File: src/rtl/pc_sel_ctrl.sv
// rtl/pc_sel_ctrl.sv - PC-source sequencer: PC-next select, PC write enable and exception vector fetch
module pc_sel_ctrl #(
  parameter logic [63:0] EXC_VEC_OPCODE = 64'd254,
  parameter logic [63:0] EXC_VEC_OVF    = 64'd255
) (
  input  logic        clk,
  input  logic        reset,
  input  logic        instr_done,
  input  logic        branch_taken,
  input  logic        exc_opcode,
  input  logic        exc_overflow,
  input  logic [63:0] pc_current,
  input  logic        vec_ack,
  output logic [1:0]  mux_pc_signal,
  output logic        pc_write,
  output logic        vec_req,
  output logic [63:0] vec_addr,
  output logic [63:0] epc,
  output logic [1:0]  cause,
  output logic        exc_active,
  output logic [7:0]  exc_count
);

  typedef enum logic [1:0] {
    RUN       = 2'd0,
    EXC_FETCH = 2'd1,
    EXC_LOAD  = 2'd2
  } state_t;

  localparam logic [1:0] SEL_SEQ    = 2'd0;
  localparam logic [1:0] SEL_BRANCH = 2'd1;
  localparam logic [1:0] SEL_EXC    = 2'd2;

  localparam logic [1:0] CAUSE_OPCODE   = 2'd1;
  localparam logic [1:0] CAUSE_OVERFLOW = 2'd2;

  state_t state;
  state_t state_next;
  logic   exc_take;

  // An exception is only recognised at an instruction boundary while running
  assign exc_take = (state == RUN) && instr_done && (exc_opcode || exc_overflow);

  // State register; reset aborts any in-flight exception sequence
  always_ff @(posedge clk or negedge reset) begin
    if (!reset) begin
      state <= RUN;
    end else begin
      state <= state_next;
    end
  end

  // Exception bookkeeping: capture faulting PC and cause, count with saturation
  always_ff @(posedge clk or negedge reset) begin
    if (!reset) begin
      epc       <= 64'd0;
      cause     <= 2'd0;
      exc_count <= 8'd0;
    end else if (exc_take) begin
      epc       <= pc_current;
      cause     <= exc_opcode ? CAUSE_OPCODE : CAUSE_OVERFLOW;
      if (exc_count != 8'hff) begin
        exc_count <= exc_count + 8'd1;
      end
    end
  end

  // Next state and outputs; exception outputs depend on registered state only
  always_comb begin
    state_next    = state;
    pc_write      = 1'b0;
    mux_pc_signal = SEL_SEQ;
    vec_req       = 1'b0;
    vec_addr      = 64'd0;
    exc_active    = 1'b0;
    case (state)
      RUN: begin
        if (exc_take) begin
          state_next = EXC_FETCH;
        end else if (instr_done && reset) begin
          // gated by reset so nothing loads the PC while reset is held
          pc_write      = 1'b1;
          mux_pc_signal = branch_taken ? SEL_BRANCH : SEL_SEQ;
        end
      end
      EXC_FETCH: begin
        exc_active = 1'b1;
        vec_req    = 1'b1;
        vec_addr   = (cause == CAUSE_OPCODE) ? EXC_VEC_OPCODE : EXC_VEC_OVF;
        if (vec_ack) begin
          state_next = EXC_LOAD;
        end
      end
      EXC_LOAD: begin
        exc_active    = 1'b1;
        pc_write      = 1'b1;
        mux_pc_signal = SEL_EXC;
        state_next    = RUN;
      end
      default: begin
        state_next = RUN;
      end
    endcase
  end

endmodule
File: config.mk
export PLATFORM = sky130hd
export DESIGN_NAME = pc_sel_ctrl
export DESIGN_NICKNAME = d
export VERILOG_FILES = /design/src/rtl/pc_sel_ctrl.sv
export SDC_FILE = /design/constraint.sdc
export NUM_CORES = 1
export LEC_CHECK = 0
export CAP_MARGIN = 20
export CORE_MARGIN = 2
export CORE_UTILIZATION = 40
export DETAILED_ROUTE_END_ITERATION = 7
export PLACE_DENSITY = 0.85
export SLEW_MARGIN = 5
export SYNTH_ARGS = -nofsm -noshare
export SYNTH_HDL_FRONTEND = slang
export SYNTH_SLANG_ARGS = --single-unit
File: constraint.sdc
create_clock -name clk -period 5.2 [get_ports clk]
set_input_delay 1.04 -clock clk [delete_from_list [all_inputs] [get_ports clk]]
set_output_delay 1.04 -clock clk [all_outputs]
set_load 0.005 [all_outputs]
==> flow_summary.yaml <==
clock_tree:
  path_clk_slew_ns: 0.08
  post_cts_buffers: 0
  clk_path_buf_depth: 2
  ctsResizeCount: 0
  cts_buffers: 9
  cts-root-buf: "clkbuf_8"
  cts_tree: "yes"
  cts.sinks: 76
  htree_levels: 3
  ctsHoldBuffers: 0
  clk-insertion-delay-late_ns: 0.33
die:
  dieArea_um2: 9610
  rows: 34
  core_area_um2: 8640
  chipWidth_um: 98.1
  start_util_pct: 41.0
  chipHeight_um: 98.1
  ios: 214
grt:
  grt_overflow: 0
  grt_use_total_pct: 16.7
  grt_max_degree: 77
  grt_pass1_vias: 2712
  antenna_found_initial: 0
  grt_pass1_wl_mm: 13.0
sta:
  grt_setup_unrepaired: "no"
  worstMarginPinSlew_ns: 0.975
  period_needed_ns: 3.48
  drv_slew: 0
  finalCritPeriodShare_pct: 66.9
  timing.hold.ws_ns: 0.482
  finalSetupViolations: 0
  worst_slack_ns: 1.72
  finClkSkew_ns: 0.0116
  relSlewSlack_pct: 34.7
  finalHoldViolations: 0
  fmax_ghz: 0.288
  tns_ns: 0
layout:
  nets: 624
  num_antenna_cells: 0
  area_growth_pct: 45.4
  nFillCells: 743
  multi_input_area_um2: 1300
  final-seq-area_um2: 1900
  final_layout_size_suffix_gt1_share_pct: 5.07
yosys:
  synth_top_family_by_area: "simple AND/OR/NAND/NOR gates"
  synth-compound-area-share_pct: 2.86
  yosys_warnings: 0
  muxShareOfSynthArea_pct: 1.38
  avgSynthCellArea_um2: 8.89
  ys_seq_elements: 76
  yosysUniqueCellTypes: 29
  syn_area_um2: 3540
  synth_xor_area_share_pct: 0.743
  synthSimpleGateAreaFrac_pct: 23.3
  synthAdderAreaFrac_pct: 2.12
  seq_area_frac_synth_pct: 53.7
  synth_cells: 398
power:
  power.share.clock_pct: 16.9
  vdd.ir_drop.worst_v: 0.000295
  cellLeakagePower_nw: 2.53
  swShare_pct: 32.0
  combinationalPowerShare_pct: 44.7
  p_sw_mw: 0.846
  p_int_mw: 1.80
  p_seq_share_pct: 38.4
  power_density_nw_per_um2: 514
route:
  drc: 0
  wl_met1_mm: 3.29
  dr.pass1.iters: 4
  vias: 2880
  wl_met3_um: 609
  route.top_layer_used: "met4"
  met2_wirelength_mm: 4.06
  dr.first_iter.drc_count: 128
  wl_per_cell_um: 12.1
  routed_wl_mm: 8.01
  drt.antenna.violating_nets: 0
  viasPerCell: 4.36
worst_setup_path:
  worst-path-buf-inv: 2
  slowest_stage: "clkdlybuf4s50_1"
  critPathLaunchType: "primary input"
  cpLargestDelayFamily: "buffers and inverters"
  crit_required_ns: 4.16
  crit_type: "primary input to primary output"
  critPathMaxStageDelay_ns: 0.54
  path_cells: "clkdlybuf4s50_1, and3_1, and3_1, clkdlybuf4s50_1"
  cp-end-kind: "primary output"
  crit_cells: 4
  r2r_setup_slack_ns: 2.80
  crit_fanout: 3
  reg2reg_depth: 6
  arrival_ns: 2.44
placed_design:
  place_hpwl_mm: 5.89
  gp_congestion: 0.761
  pre_cts_ws_ns: 1.74
  port_buffers: 157
run_status:
  status: "complete, no violations"
min_path:
  whs_path_depth: 2
  hp-class: "flip-flop to flip-flop"
flow_run:
  max_cap_viol_count: 0
path summary, 6_finish.rpt:
path                             from                to
hold / removal                epc[31]           epc[31]
max in group asynchronous       reset           epc[21]
setup reg to reg             state[1]      exc_count[7]
setup / recovery           instr_done  mux_pc_signal[0]
min in group asynchronous       reset           epc[43]
hold reg to reg               epc[31]           epc[31]
synth_stat cells (all sizes together):
| library cell | number | area share, % |
|---|---|---|
| dfrtp | 76 | 54 |
| and3 | 2 | 0.35 |
| nor3 | 2 | 0.28 |
| mux2 | 4 | 1.4 |
| nor2b | 1 | 0.18 |
| nand3 | 2 | 0.42 |
| inv | 5 | 0.53 |
| nor2 | 4 | 0.42 |
| conb | 1 | 0.11 |
| a21o | 1 | 0.21 |
| buf | 73 | 15 |
| a21boi | 1 | 0.21 |
| clkbuf | 4 | 0.42 |
| ha | 6 | 2.1 |
| o21ai | 5 | 1.0 |
| o211ai | 1 | 0.35 |
| nand4 | 1 | 0.18 |
| or3 | 1 | 0.32 |
| xnor2 | 3 | 0.74 |
| nor4 | 1 | 0.18 |
| o21bai | 1 | 0.21 |
| nand2 | 198 | 21 |
| o211a | 1 | 0.28 |
| a21oi | 4 | 0.57 |
cells by family after synthesis:
kind of cell    after synthesis
buf+inv                      82
simple gates                212
other cells                   1
mux                           4
fa+ha+maj                     6
compound gates               14
flops                        76
xor+xnor                      3
registers in the layout (all words and copies together), names as in the netlist:
name and cells:
cause 2, epc 64, exc_count 8, state 2
worst reg2reg max path, delay by kind of cell, from the launching register on:
family / cells / cell delay (ns)
AOI/OAI and AO/OA: 1 / 0.68
buffers and inverters: 1 / 0.15
and+or+nand+nor: 2 / 0.45
muxes: 1 / 0.36
adders and majority gates: 1 / 0.28
DFF: 1 / 0.39
cell usage in the layout, fill, tap and decap left out, drive strengths merged, types with 5 or more instances in the layout:
cell,count
conb,56
ha,6
clkbuf,11
nand2,198
inv,5
o21ai,5
clkdlybuf4s50,156
dfrtp,76
layout make-up:
| class | instances | area share [%] |
|---|---|---|
| multi-input cells | 295 | 25.2 |
| inverters | 5 | 0.365 |
| well taps | 108 | 2.63 |
| clock buffers | 11 | 2.75 |
| repair buffers | 160 | 30.9 |
| flip-flops and latches | 76 | 37.0 |
| clock inverters | 5 | 1.19 |
metrics by stage:
stage / instances / power, mW / area, um2 / utilization (%)
after floorplan: 453 / 1.50 / 3740 / -
after global placement: 644 / 2.18 / 4940 / 57.2
after detailed placement: 644 / 2.23 / 4940 / 57.2
after CTS: 660 / 2.69 / 5150 / 59.6
after global routing: 660 / 2.86 / 5150 / 59.6
final: 660 / 2.65 / 5150 / 59.6
metal layers:
metal,up-vias,global-route usage [%]
met2,134,29.1
met3,4,5.01
met4,0,5.24
li1,1395,-
met1,1347,19.8
met5,-,0
power by group through the flow:
stage	sequential [mW]	combinational (mW)	clock, mW
2_1_floorplan	1.03	0.468	0
3_3_place_gp	1.01	1.17	0
3_5_place_dp	1.02	1.20	0
4_1_cts	1.02	1.20	0.466
5_1_grt	1.05	1.30	0.499
6_report	1.02	1.18	0.447
No activity file was read; power rests on OpenSTA's default activity.
